$ cat src/rtl/alu_result_stage.sv
// ALU writeback stage: NZVC flag build, chained-carry sequencing and a 2-entry skid buffer.
// Optional saturating overflow counter enabled by defining ALU_RESULT_STATS_EN.
module alu_result_stage #(
  parameter int unsigned CHAIN_MAX = 4
) (
  input  logic        clk,
  input  logic        rst_n,
  input  logic        in_valid,
  output logic        in_ready,
  input  logic [3:0]  alu_cont,
  input  logic [7:0]  alu_x,
  input  logic        alu_zero,
  input  logic        alu_ovf,
  input  logic        alu_cout,
  input  logic        chain,
  output logic        cin_out,
  output logic        out_valid,
  input  logic        out_ready,
  output logic [7:0]  out_x,
  output logic [3:0]  out_flags,
  output logic        out_last,
  output logic        chain_err,
  output logic [15:0] ovf_count
);

  localparam int unsigned CW = (CHAIN_MAX > 1) ? $clog2(CHAIN_MAX) : 1;
  localparam logic [CW-1:0] LAST_CNT = CW'(CHAIN_MAX - 1);

  typedef enum logic {IDLE, CHAIN} state_t;

  state_t        state, state_nx;
  logic [CW-1:0] count, count_nx;
  logic          z_acc, z_acc_nx, carry_nx, err_nx;

  logic accept, is_arith, is_slt, want_chain, at_limit, forced, eff_chain;
  logic flag_n, flag_z, flag_v, flag_c;
  logic [12:0] in_pl, main_pl, skid_pl;
  logic main_valid, skid_valid, drain;

  assign accept     = in_valid & in_ready;
  assign is_arith   = alu_cont inside {4'b0010, 4'b0110, 4'b1010, 4'b1110};
  assign is_slt     = (alu_cont[1:0] == 2'b11);
  assign want_chain = chain & is_arith;
  assign at_limit   = (state == CHAIN) && (count == LAST_CNT);
  assign forced     = want_chain & at_limit;
  assign eff_chain  = want_chain & ~at_limit;

  // z_acc is held at 1 in IDLE, so the AND covers the first byte too
  assign flag_n = is_slt ? 1'b0 : alu_x[7];
  assign flag_z = is_slt ? (alu_x == 8'h00) : (alu_zero & z_acc);
  assign flag_v = is_arith & alu_ovf;
  assign flag_c = is_arith & alu_cout;
  assign in_pl  = {alu_x, flag_n, flag_z, flag_v, flag_c, ~eff_chain};

  always_comb begin
    state_nx = state;
    count_nx = count;
    z_acc_nx = z_acc;
    carry_nx = cin_out;
    err_nx   = 1'b0;
    if (accept) begin
      if (eff_chain) begin
        state_nx = CHAIN;
        count_nx = count + CW'(1);
        z_acc_nx = z_acc & alu_zero;
        carry_nx = alu_cout;
      end else begin
        state_nx = IDLE;
        count_nx = '0;
        z_acc_nx = 1'b1;
        carry_nx = 1'b0;
        err_nx   = forced;
      end
    end
  end

  always_ff @(posedge clk or negedge rst_n) begin
    if (!rst_n) begin
      state     <= IDLE;
      count     <= '0;
      z_acc     <= 1'b1;
      cin_out   <= 1'b0;
      chain_err <= 1'b0;
    end else begin
      state     <= state_nx;
      count     <= count_nx;
      z_acc     <= z_acc_nx;
      cin_out   <= carry_nx;
      chain_err <= err_nx;
    end
  end

  assign drain = main_valid & out_ready;

  // in_ready is simply "skid slot free next cycle", registered
  always_ff @(posedge clk or negedge rst_n) begin
    if (!rst_n) begin
      main_valid <= 1'b0;
      skid_valid <= 1'b0;
      main_pl    <= '0;
      skid_pl    <= '0;
      in_ready   <= 1'b1;
    end else begin
      if (accept) begin
        if (!main_valid || drain) begin
          main_valid <= 1'b1;
          main_pl    <= in_pl;
          in_ready   <= 1'b1;
        end else begin
          skid_valid <= 1'b1;
          skid_pl    <= in_pl;
          in_ready   <= 1'b0;
        end
      end else if (drain) begin
        if (skid_valid) begin
          main_pl    <= skid_pl;
          skid_valid <= 1'b0;
        end else begin
          main_valid <= 1'b0;
        end
        in_ready <= 1'b1;
      end
    end
  end

  assign out_valid = main_valid;
  assign out_x     = main_pl[12:5];
  assign out_flags = main_pl[4:1];
  assign out_last  = main_pl[0];

`ifdef ALU_RESULT_STATS_EN
  always_ff @(posedge clk or negedge rst_n) begin
    if (!rst_n)
      ovf_count <= '0;
    else if (accept && is_arith && alu_ovf && (ovf_count != 16'hFFFF))
      ovf_count <= ovf_count + 16'd1;
  end
`else
  assign ovf_count = '0;
`endif

endmodule

$ cat config.mk
export PLATFORM = sky130hd
export DESIGN_NAME = alu_result_stage
export DESIGN_NICKNAME = d
export VERILOG_FILES = /design/src/rtl/alu_result_stage.sv
export SDC_FILE = /design/constraint.sdc
export NUM_CORES = 1
export LEC_CHECK = 0
export CAP_MARGIN = 10
export CORE_MARGIN = 1.5
export CORE_UTILIZATION = 45
export DETAILED_ROUTE_END_ITERATION = 6
export MAX_ROUTING_LAYER = met4
export PLACE_DENSITY = 0.78
export REMOVE_ABC_BUFFERS = 1
export SLEW_MARGIN = 20
export SYNTH_ARGS = -nofsm -noshare
export SYNTH_HDL_FRONTEND = slang
export SYNTH_SLANG_ARGS = --single-unit
$ cat constraint.sdc
create_clock -name clk -period 2.8 [get_ports clk]
set_clock_uncertainty 0.15 [all_clocks]
set_input_delay 0.56 -clock clk [delete_from_list [all_inputs] [get_ports clk]]
set_output_delay 0.56 -clock clk [all_outputs]
set_load 0.02 [all_outputs]
### Word level (Yosys, flattened, before mapping)

Index checks and enable logic that the tools add are counted.

* $add $sub $neg: 1
* equality and inequality tests: 9
* multiplexer cells: 22
* bitwise logic cells: 11
* reduce and logical (&&, ||, !) cells: 11

Operators with widths (count)
* $mux W13: 4
* $mux W1: 17
* $and A1 B1 Y1: 8
* $eq A4 B4 Y1 const B: 2
* $logic_not A8 Y1: 1
* $reduce_and A3 Y1: 2
* $eq A2 B2 Y1 const B: 2
* $eq A4 B2 Y1 const B: 1
* $eq A4 B3 Y1 const B: 1
* $ne A2 B2 Y1 const B: 2
* $reduce_and A2 Y1: 2
* $reduce_bool A2 Y1: 2
* $reduce_bool A4 Y1: 1
* $not A1 Y1: 3
* $add A2 B1 Y2 const B: 1
* $mux W2: 1
* $ne A2 B1 Y1 const B: 1
* $logic_and A1 B1 Y1: 1
* $logic_not A1 Y1: 1
* $logic_or A1 B1 Y1: 1

* register bits: 35
* output and inout bits: 33
* logic and storage cells: 64

### Depth between registers and ports, before layout

* depth in word-level cells: 7
* mapped depth: 6
* mapped depth without buffers: 5

### Worst setup path after synthesis

OpenSTA, ideal clock, no wires.

* path type: input-to-reg
* from: in in_valid
* to: reg skid_pl[11]
* arrival time: 1.354 ns
* data required time: 2.525 ns
* path slack: 1.171 ns
* cell stages on the path: 5
* path through: and2_1 buf_4 nand2_4 buf_6 mux2_4

* cells in the longest elaborated chain, start to end: 2

RTL lines
* start, declared: line 8 `input logic in_valid,`
* $and A1 B1 Y1: line 40 `assign accept = in_valid & in_ready;`
* $reduce_and A2 Y1 (no source line)
* end signal, assigned: line 111 `skid_pl <= in_pl;`
* end, declared: line 37 `logic [12:0] in_pl, main_pl, skid_pl;`

Every way passes these cells.
A chain may end at the register's enable or synchronous reset.

### Final worst setup path

* from: reg in_ready
* to: out in_ready

RTL lines
* start, declared: line 9 `output logic in_ready,`
* start signal, assigned: line 102 `in_ready <= 1'b1;`
* start signal, assigned: line 108 `in_ready <= 1'b1;`
* start signal, assigned: line 112 `in_ready <= 1'b0;`

No word-level cell between the ends.

==> impl_metrics.json <==
{
  "drcViolationCount": 0,
  "max_stage_delay_ns": 0.60,
  "synthXorXnorAreaFrac": 0,
  "ys_ff_latch": 35,
  "grt_max_degree": 36,
  "cts.htree.levels": 2,
  "fmax_mhz": 465,
  "ios": 53,
  "nets": 225,
  "final_common_cell": "nand2_1",
  "cts_setup_buffers": 0,
  "finalHoldViolations": 0,
  "grt_pass1_vias": 1165,
  "synth_area_um2": 1660,
  "hpwl_um": 2090,
  "initial_core_util": 0.482,
  "io_buffers": 34,
  "clock_latency_ns": 0.29,
  "dr.pass1.iters": 4,
  "total_power_w": 0.000921,
  "p_seq_frac": 0.549,
  "synth_area_per_cell_um2": 9.93,
  "synthesis.instances": 167,
  "period_needed_ns": 2.15,
  "diodes": 0,
  "die_h_um": 63.7,
  "seq_area_um2": 878,
  "core_um2": 3440,
  "routedWlPerCell_um": 12.3,
  "cts-buffers-inserted": 5,
  "critical_path.slowest_cell": "clkdlybuf4s50_1",
  "critPathTopFamily": "buffers and inverters",
  "num_rows": 21,
  "layout-drive-gt1-share": 0.107,
  "cts_tree": "built",
  "cts.path.max_buffers": 2,
  "ys_seq_area_frac": 0.529,
  "die-area_um2": 4060,
  "peakVddDrop_v": 0.000231,
  "multi_input_area_um2": 662,
  "required_ns": 2.09,
  "rsz0062_at_grt": "false",
  "fin_tns_setup_ns": 0,
  "arrival_ns": 1.44,
  "cp_max_fo": 4,
  "ant_nets": 0,
  "synthMuxAreaShare": 0.0588,
  "post_cts_resized": 0,
  "final_area_um2": 2060,
  "netSwitchingPower_w": 0.000215,
  "cts.clk_slew.worst_paths_ns": 0.06,
  "synth_top_family_by_area": "simple AND/OR/NAND/NOR gates",
  "yosys_warnings": 0,
  "setup_viol": 0,
  "crit_path_start_kind": "flop",
  "final_cell_mix": "nand2_1 (38), clkdlybuf4s50_1 (34), dfrtp_1 (33)",
  "via_per_inst": 4.96,
  "crit_buf_inv": 1,
  "powerDensity_nw_per_um2": 448,
  "gp_congestion": 0.766,
  "grt-ovfl-total": 0,
  "timing.final.crit_share": 0.768,
  "holdBufCountCts": 0,
  "grtUsageTotal": 0.181,
  "path_cells": "clkdlybuf4s50_1",
  "max_slew_margin": 0.604,
  "path_class": "reg2out",
  "comb_power_share": 0.070,
  "drtIter0Drc": 72,
  "maxSlewViolCount": 0,
  "numClockSinks": 35,
  "vias": 1246,
  "p_leak_nw": 0.939,
  "p_int_w": 0.000706,
  "antenna_found_initial": 0,
  "die_x_um": 63.7,
  "status": "completed",
  "pwr-share-clk": 0.381,
  "max_slew.worst_pin.slew_ns": 0.593,
  "instances_no_fill": 251,
  "dpl_cell_area_um2": 1980,
  "grt_pass1_wl_um": 5290,
  "synth_fa_ha_area_frac": 0.00754,
  "fillCellCount": 302,
  "switching_share": 0.233,
  "dp.cells": 243,
  "crit_path_end_kind": "output pin",
  "synth_compound_area_frac": 0.132,
  "synth.distinct_cells": 29,
  "routed_wl_um": 3090,
  "cts-root-buf": "clkbuf_8",
  "maxCapViolations": 0,
  "hold_path.class": "reg2reg",
  "synthSimpleGateAreaFrac": 0.164,
  "area_growth_pct": 23.9
}
==> per-layer routing <==
layer / GRT usage / up-vias / wire, µm
met1: 0.212 / 582 / 1460
met2: 0.275 / 45 / 1360
met4: 0.122 / 0 / 91
met3: 0.0446 / 8 / 180
li1: - / 611 / -
met5: - / - / 0
==> power by group through the flow <==
stage | Clock, W | Combinational, W | Sequential (W)
2_1_floorplan | 0 | 0.0000226 | 0.000515
4_1_cts | 0.000356 | 0.0000650 | 0.000506
3_3_place_gp | 0 | 0.0000649 | 0.000515
5_1_grt | 0.000386 | 0.0000705 | 0.000505
6_report | 0.000351 | 0.0000643 | 0.000506
3_5_place_dp | 0 | 0.0000647 | 0.000515
==> final timing paths <==
kind / start / endpoint / slack (ns) / cells past startpoint
worst max-delay path: in_ready / in_ready / 0.65 / 1
worst min-delay path: skid_pl[4] / skid_pl[4] / 0.34 / 2
worst max register to register: in_ready / count[1] / 1.05 / 4
worst min register to register: skid_pl[4] / skid_pl[4] / 0.34 / 2
max in group asynchronous: rst_n / in_ready / 1.63 / 2
min in group asynchronous: rst_n / chain_err / 0.53 / 2
==> logic make-up (layout without fill, tap and decap cells) <==
group	count (synthesis)	count (layout)
AOI/OAI and AO/OA	34	34
adders and majority gates	1	1
buffers and inverters	25	48
DFF	35	35
muxes	8	8
other	1	16
and+or+nand+nor	63	63
==> synthesized netlist by cell type, drive strengths merged <==
master	count	share of area
nand3	5	0.015
o21ai	10	0.030
a22o	3	0.016
nand4	2	0.0075
nor2	12	0.027
and2	1	0.0038
a211oi	1	0.0045
buf	21	0.097
dfstp	2	0.032
inv	2	0.0045
a21oi	6	0.025
and2b	2	0.011
clkbuf	2	0.0045
a21o	1	0.0045
dfrtp	33	0.50
ha	1	0.0075
o211ai	1	0.0045
a221o	1	0.0060
conb	1	0.0023
a31oi	11	0.041
mux2	8	0.059
nor4	2	0.0075
nand2	39	0.093
==> stage by stage <==
stage	util	hold WS (ns)	setup slack, ns
global placement	0.574	0.314	0.464
global route	0.597	0.365	0.599
detailed placement	0.574	0.324	0.467
CTS	0.597	0.345	0.643
finish	0.597	0.339	0.649
floorplan	-	0.114	0.952
==> flip-flops by register name, indices dropped and copies added, names as in the netlist <==
name / cells
chain_err: 1
cin_out: 1
count: 2
in_ready: 1
main_pl: 13
out_valid: 1
skid_pl: 13
skid_valid: 1
state: 1
z_acc: 1
==> layout make-up <==
| cell class | instances | share of cell area |
|---|---|---|
| repair buffers | 38 | 0.180 |
| inverters | 2 | 0.00365 |
| flip-flops and latches | 35 | 0.427 |
| clock buffers | 8 | 0.0390 |
| well taps | 46 | 0.0280 |
| multi-input cells | 122 | 0.322 |
Power figures use the tool's default switching activity.
